==> config.mk <==
export PLATFORM = sky130hd
export DESIGN_NAME = seq_add_sub
export DESIGN_NICKNAME = d
export VERILOG_FILES = /design/src/rtl/addsub_pkg.sv /design/src/rtl/addsub_chunk.sv /design/src/rtl/seq_add_sub.sv
export SDC_FILE = /design/constraint.sdc
export NUM_CORES = 1
export LEC_CHECK = 0
export CORE_MARGIN = 1.5
export CORE_UTILIZATION = 55
export CTS_CLUSTER_SIZE = 8
export DETAILED_ROUTE_END_ITERATION = 8
export PLACE_DENSITY = 0.84
export SYNTH_ARGS = -nofsm -noshare
export SYNTH_HDL_FRONTEND = slang
export SYNTH_SLANG_ARGS = --single-unit
==> constraint.sdc <==
create_clock -name clk -period 6 [get_ports clk]
set_input_delay 1.5 -clock clk [delete_from_list [all_inputs] [get_ports clk]]
set_output_delay 1.5 -clock clk [all_outputs]
set_load 0.1 [all_outputs]
==> src/rtl/addsub_pkg.sv <==
// -----------------------------------------------------------------------------
// addsub_pkg
// Shared definitions for the sequential adder/subtractor (seq_add_sub):
//   - op encodings     : OP_ADD / OP_SUB
//   - FSM state codes  : S_IDLE / S_CALC / S_DONE
//   - cnt_width()      : chunk-counter width, clog2(NCHUNK) with a floor of 1
// -----------------------------------------------------------------------------
package addsub_pkg;

  localparam logic OP_ADD = 1'b0;
  localparam logic OP_SUB = 1'b1;

  localparam logic [1:0] S_IDLE = 2'd0;
  localparam logic [1:0] S_CALC = 2'd1;
  localparam logic [1:0] S_DONE = 2'd2;

  // A single-chunk configuration still needs a 1-bit counter to be declarable.
  function automatic int cnt_width(input int n);
    return (n <= 1) ? 1 : $clog2(n);
  endfunction

endpackage

==> src/rtl/addsub_chunk.sv <==
// -----------------------------------------------------------------------------
// addsub_chunk
// Purely combinational CHUNK-bit ripple-carry slice built from full-adder cells.
// Ports:
//   x, y  in  [CHUNK-1:0]  chunk operands
//   cin   in  1            carry in
//   sum   out [CHUNK-1:0]  chunk sum
//   cout  out 1            carry out of the most significant cell
// -----------------------------------------------------------------------------
module addsub_chunk #(
  parameter int CHUNK = 2
) (
  input  logic [CHUNK-1:0] x,
  input  logic [CHUNK-1:0] y,
  input  logic             cin,
  output logic [CHUNK-1:0] sum,
  output logic             cout
);

  logic [CHUNK:0] c;

  assign c[0] = cin;

  generate
    for (genvar gi = 0; gi < CHUNK; gi++) begin : g_fa
      assign sum[gi]  = x[gi] ^ y[gi] ^ c[gi];
      assign c[gi+1]  = (x[gi] & y[gi]) | (c[gi] & (x[gi] ^ y[gi]));
    end
  endgenerate

  assign cout = c[CHUNK];

endmodule

==> src/rtl/seq_add_sub.sv <==
// -----------------------------------------------------------------------------
// seq_add_sub
// Multi-cycle two's-complement adder/subtractor. Operands are summed CHUNK bits
// per clock through a registered carry; valid/ready handshake on both sides.
// Optional build macro: ADDSUB_SATURATE_EN (clamp result on signed overflow;
// when undefined the result wraps modulo 2^WIDTH).
// Ports:
//   clk        in   rising-edge clock
//   rst_n      in   asynchronous active-low reset
//   in_valid   in   operands/op presented
//   in_ready   out  high while idle (operation can be accepted)
//   a, b       in   [WIDTH-1:0] operands
//   op         in   0 = A+B, 1 = A-B
//   out_valid  out  result and flags valid (held until out_ready)
//   out_ready  in   consumer takes result
//   result     out  [WIDTH-1:0] sum/difference
//   carry_out  out  final carry (subtract: 1 = no borrow)
//   overflow   out  signed overflow
//   zero       out  result == 0
//   negative   out  result MSB
// -----------------------------------------------------------------------------
module seq_add_sub
  import addsub_pkg::*;
#(
  parameter int WIDTH = 6,
  parameter int CHUNK = 2
) (
  input  logic             clk,
  input  logic             rst_n,
  input  logic             in_valid,
  output logic             in_ready,
  input  logic [WIDTH-1:0] a,
  input  logic [WIDTH-1:0] b,
  input  logic             op,
  output logic             out_valid,
  input  logic             out_ready,
  output logic [WIDTH-1:0] result,
  output logic             carry_out,
  output logic             overflow,
  output logic             zero,
  output logic             negative
);

  localparam int NCHUNK = WIDTH / CHUNK;
  localparam int CW     = cnt_width(NCHUNK);
  localparam int MSB    = WIDTH - 1;

  logic [1:0]       state_q, state_d;
  logic [CW-1:0]    cnt_q, cnt_d;
  logic [WIDTH-1:0] a_q, a_d, b_q, b_d;
  logic [WIDTH-1:0] raw_q, raw_d;
  logic [WIDTH-1:0] res_q, res_d;
  logic             carry_q, carry_d;
  logic             cout_q, cout_d;
  logic             ovf_q, ovf_d;
  logic             zero_q, zero_d;
  logic             neg_q, neg_d;

  // Operand chunks as arrays so the single slice can be muxed by cnt_q.
  logic [CHUNK-1:0] a_chunks [NCHUNK];
  logic [CHUNK-1:0] b_chunks [NCHUNK];
  logic [CHUNK-1:0] slice_sum;
  logic             slice_cout;
  logic [WIDTH-1:0] raw_upd;

  generate
    for (genvar gi = 0; gi < NCHUNK; gi++) begin : g_chunk
      assign a_chunks[gi] = a_q[gi*CHUNK +: CHUNK];
      assign b_chunks[gi] = b_q[gi*CHUNK +: CHUNK];
      // Raw result with the current chunk replaced by this cycle's sum.
      assign raw_upd[gi*CHUNK +: CHUNK] =
        (cnt_q == CW'(gi)) ? slice_sum : raw_q[gi*CHUNK +: CHUNK];
    end
  endgenerate

  addsub_chunk #(.CHUNK(CHUNK)) u_slice (
    .x    (a_chunks[cnt_q]),
    .y    (b_chunks[cnt_q]),
    .cin  (carry_q),
    .sum  (slice_sum),
    .cout (slice_cout)
  );

  logic             last_chunk;
  logic             ovf_calc;
  logic [WIDTH-1:0] final_val;

  assign last_chunk = (cnt_q == CW'(NCHUNK - 1));
  // b_q already holds ~b for subtract, so this is the usual same-sign test.
  assign ovf_calc   = (a_q[MSB] == b_q[MSB]) && (raw_upd[MSB] != a_q[MSB]);

`ifdef ADDSUB_SATURATE_EN
  logic [WIDTH-1:0] sat_val;
  assign sat_val   = a_q[MSB] ? {1'b1, {MSB{1'b0}}} : {1'b0, {MSB{1'b1}}};
  assign final_val = ovf_calc ? sat_val : raw_upd;
`else
  assign final_val = raw_upd;
`endif

  always_comb begin
    state_d = state_q;
    cnt_d   = cnt_q;
    a_d     = a_q;
    b_d     = b_q;
    raw_d   = raw_q;
    carry_d = carry_q;
    res_d   = res_q;
    cout_d  = cout_q;
    ovf_d   = ovf_q;
    zero_d  = zero_q;
    neg_d   = neg_q;
    case (state_q)
      S_IDLE: begin
        if (in_valid) begin
          a_d     = a;
          b_d     = (op == OP_SUB) ? ~b : b;
          carry_d = (op != OP_ADD);
          cnt_d   = '0;
          state_d = S_CALC;
        end
      end
      S_CALC: begin
        raw_d   = raw_upd;
        carry_d = slice_cout;
        cnt_d   = cnt_q + CW'(1);
        if (last_chunk) begin
          state_d = S_DONE;
          res_d   = final_val;
          cout_d  = slice_cout;
          ovf_d   = ovf_calc;
          zero_d  = (final_val == '0);
          neg_d   = final_val[MSB];
        end
      end
      S_DONE: begin
        if (out_ready) state_d = S_IDLE;
      end
      default: state_d = S_IDLE;
    endcase
  end

  always_ff @(posedge clk or negedge rst_n) begin
    if (!rst_n) begin
      state_q <= S_IDLE;
      cnt_q   <= '0;
      a_q     <= '0;
      b_q     <= '0;
      raw_q   <= '0;
      carry_q <= 1'b0;
      res_q   <= '0;
      cout_q  <= 1'b0;
      ovf_q   <= 1'b0;
      zero_q  <= 1'b0;
      neg_q   <= 1'b0;
    end else begin
      state_q <= state_d;
      cnt_q   <= cnt_d;
      a_q     <= a_d;
      b_q     <= b_d;
      raw_q   <= raw_d;
      carry_q <= carry_d;
      res_q   <= res_d;
      cout_q  <= cout_d;
      ovf_q   <= ovf_d;
      zero_q  <= zero_d;
      neg_q   <= neg_d;
    end
  end

  assign in_ready  = (state_q == S_IDLE);
  assign out_valid = (state_q == S_DONE);
  assign result    = res_q;
  assign carry_out = cout_q;
  assign overflow  = ovf_q;
  assign zero      = zero_q;
  assign negative  = neg_q;

endmodule

==> flow_summary.ini <==
[layout]
fin_cells = 200
regArea_um2 = 751
mostFrequentLayoutCell = dfrtp_1
fillers = 188
fin_nets = 191
areaGrowthSynthToFinish_pct = 21.4
multi_input_area_um2 = 669
antenna_cells_inserted = 0
drive_above_1_share = 0.135
layout_common_cells = dfrtp_1 (30), clkdlybuf4s50_1 (28), nand2_1 (17), nor2_1 (14), o21ai_0 (13)

[timing]
fin_crit_sh = 0.622
finalHoldViolations = 0
relSlewSlack = 0.353
min_period_ns = 3.73
worst_pin_slew_ns = 0.967
slew_viol_final = 0
rsz0062_at_grt = no
clock_skew_ns = 0.00809
setup_violations = 0
setup_tns_ns = 0
timing.fmax_mhz = 268

[clock_network]
cts_hold_buffers = 0
numClockSinks = 30
path_clk_slew_ns = 0.10
cts_root_buffer = clkbuf_4
clk_latency_ns = 0.33
cts_tree = yes
cts_buffers = 5
cts_max_level = 2
clockBufferDepth = 2
postCtsResizedCells = 0
postCtsSetupBuffers = 0

[hold_path]
holdPathStages = 2
hold_path_class = reg -> reg

[grt]
grt_pass1_vias = 1092
antenna_found_initial = 0
grt_max_degree = 31
overflow = 0
grt_pass1_wl_mm = 4.71
grt_use_total = 0.199

[place]
dp.cells = 192
io_buffers = 28
hpwlAfterDp_mm = 1.95
gp_congestion = 0.759

[setup_path]
critPathRequiredTime_ns = 4.50
rr_worst_depth = 9
start_kind = flop
slowest_delay_ns = 1.13
cp_slowest_cell = clkdlybuf4s50_1
crit_chain = inv_1, nor2_1, clkdlybuf4s50_1
worstPathMaxFanout = 8
critical_path_class = reg -> out
cp_data_arrival_time_ns = 2.23
end_kind = output pin

[floorplan]
die-area_mm2 = 0.00309
die_y_um = 55.6
core_area_mm2 = 0.00254
rows = 18
io_pins = 29
fp.dieW_um = 55.6
start_util = 0.597

[routing]
wirelength_mm = 2.67
first_pass_iters = 4
num_vias = 1074
drtAntennaViolNets = 0
avgViaCountPerCell = 5.37
first_iter_violations = 23
drc = 0
wl_per_cell_um = 13.3

[synth]
syn_inst = 145
ys_seq_elements = 30
synth.yosys.seq_area_share = 0.494
syn_nets = 167
synth.distinct_cells = 27
synth_area_mm2 = 0.00152
syn_area_per_cell_um2 = 10.5
yosys_warnings = 0

[status]
status = complete, no violations

[job]
max-cap-violations = 0
==> state kept, by name, summed over array words and instances (netlist names) <==
signal	flops
a_q	6
b_q	6
result	6
raw_q	4
cnt_q	2
state_q	2
carry_out	1
carry_q	1
overflow	1
zero	1
==> synth_stat cells <==
library cell,n,area share
ha_1,3,0.025
o31ai_1,1,0.0049
nor3_1,1,0.0033
clkbuf_1,4,0.0099
o21bai_1,1,0.0049
nand3b_1,1,0.0049
xnor2_1,6,0.035
nor3b_4,1,0.012
and3_1,1,0.0041
a31oi_1,3,0.012
inv_1,6,0.015
buf_6,2,0.015
a21oi_2,4,0.023
nor2b_1,4,0.016
buf_4,4,0.020
mux2_2,9,0.067
buf_2,2,0.0066
a22o_1,1,0.0058
a22oi_1,1,0.0049
nand2_1,17,0.042
fa_1,2,0.026
o21ai_0,13,0.043
mux2i_1,7,0.046
dfrtp_1,30,0.49
nor2_1,14,0.035
o221ai_1,1,0.0058
a21oi_1,6,0.020
==> kinds of logic after synthesis <==
kind of cell,count (synthesis),share of synthesized area
xor gates and xnor gates,6,0.0346
muxes,16,0.113
DFF,30,0.494
AOI/OAI and AO/OA,31,0.124
adders and majority gates,5,0.0510
buffers and inverters,18,0.0658
and+or+nand+nor,39,0.118
==> layout make-up <==
| class | instances | area share |
|---|---|---|
| clock buffers | 5 | 0.0203 |
| clock inverters | 3 | 0.0217 |
| inverters | 6 | 0.0122 |
| multi-input cells | 97 | 0.363 |
| flip-flops and latches | 30 | 0.407 |
| well taps | 30 | 0.0203 |
| repair buffers | 29 | 0.156 |
==> final timing paths <==
| path | to | slack, ns | startpoint |
|---|---|---|---|
| worst max-delay path | out_valid | 2.27 | state_q[1]$_DFFE_PN0P_ |
| worst min-delay path | result[2]$_DFFE_PN0P_ | 0.48 | result[2]$_DFFE_PN0P_ |
| worst max register to register | overflow$_DFFE_PN0P_ | 3.55 | cnt_q[0]$_DFFE_PN0P_ |
| worst min register to register | result[2]$_DFFE_PN0P_ | 0.48 | result[2]$_DFFE_PN0P_ |
| max in group asynchronous | a_q[4]$_DFFE_PN0P_ | 4.16 | rst_n |
| min in group asynchronous | zero$_DFFE_PN0P_ | 1.56 | rst_n |
==> per-layer routing <==
layer  share of wire  vias up  global-route usage
li1                -      527                   -
met1            0.41      505               0.216
met2            0.52       38               0.354
met3           0.054        4              0.0721
met4           0.013        0              0.0732
met5               0        -                   0
==> per-stage QoR <==
stage / setup WS, ns / hold WS [ns] / util / instance area [um^2]
final: 2.27 / 0.483 / 0.725 / 1850
after global routing: 2.18 / 0.524 / 0.725 / 1850
after CTS: 2.28 / 0.493 / 0.725 / 1850
after detailed placement: 2.66 / 0.470 / 0.695 / 1770
after global placement: 2.73 / 0.460 / 0.695 / 1770
after floorplan: 2.71 / 0.480 / - / 1520
==> critical path: cells and delay by family (launching register included) <==
family | cells | cell delay [ns]
flops | 1 | 0.53
buf+inv | 2 | 1.27
simple gates | 1 | 0.10
Power is left out: the tool's default activity adds up to more than one toggle a clock period on the data nets, which glitch-free logic cannot reach.
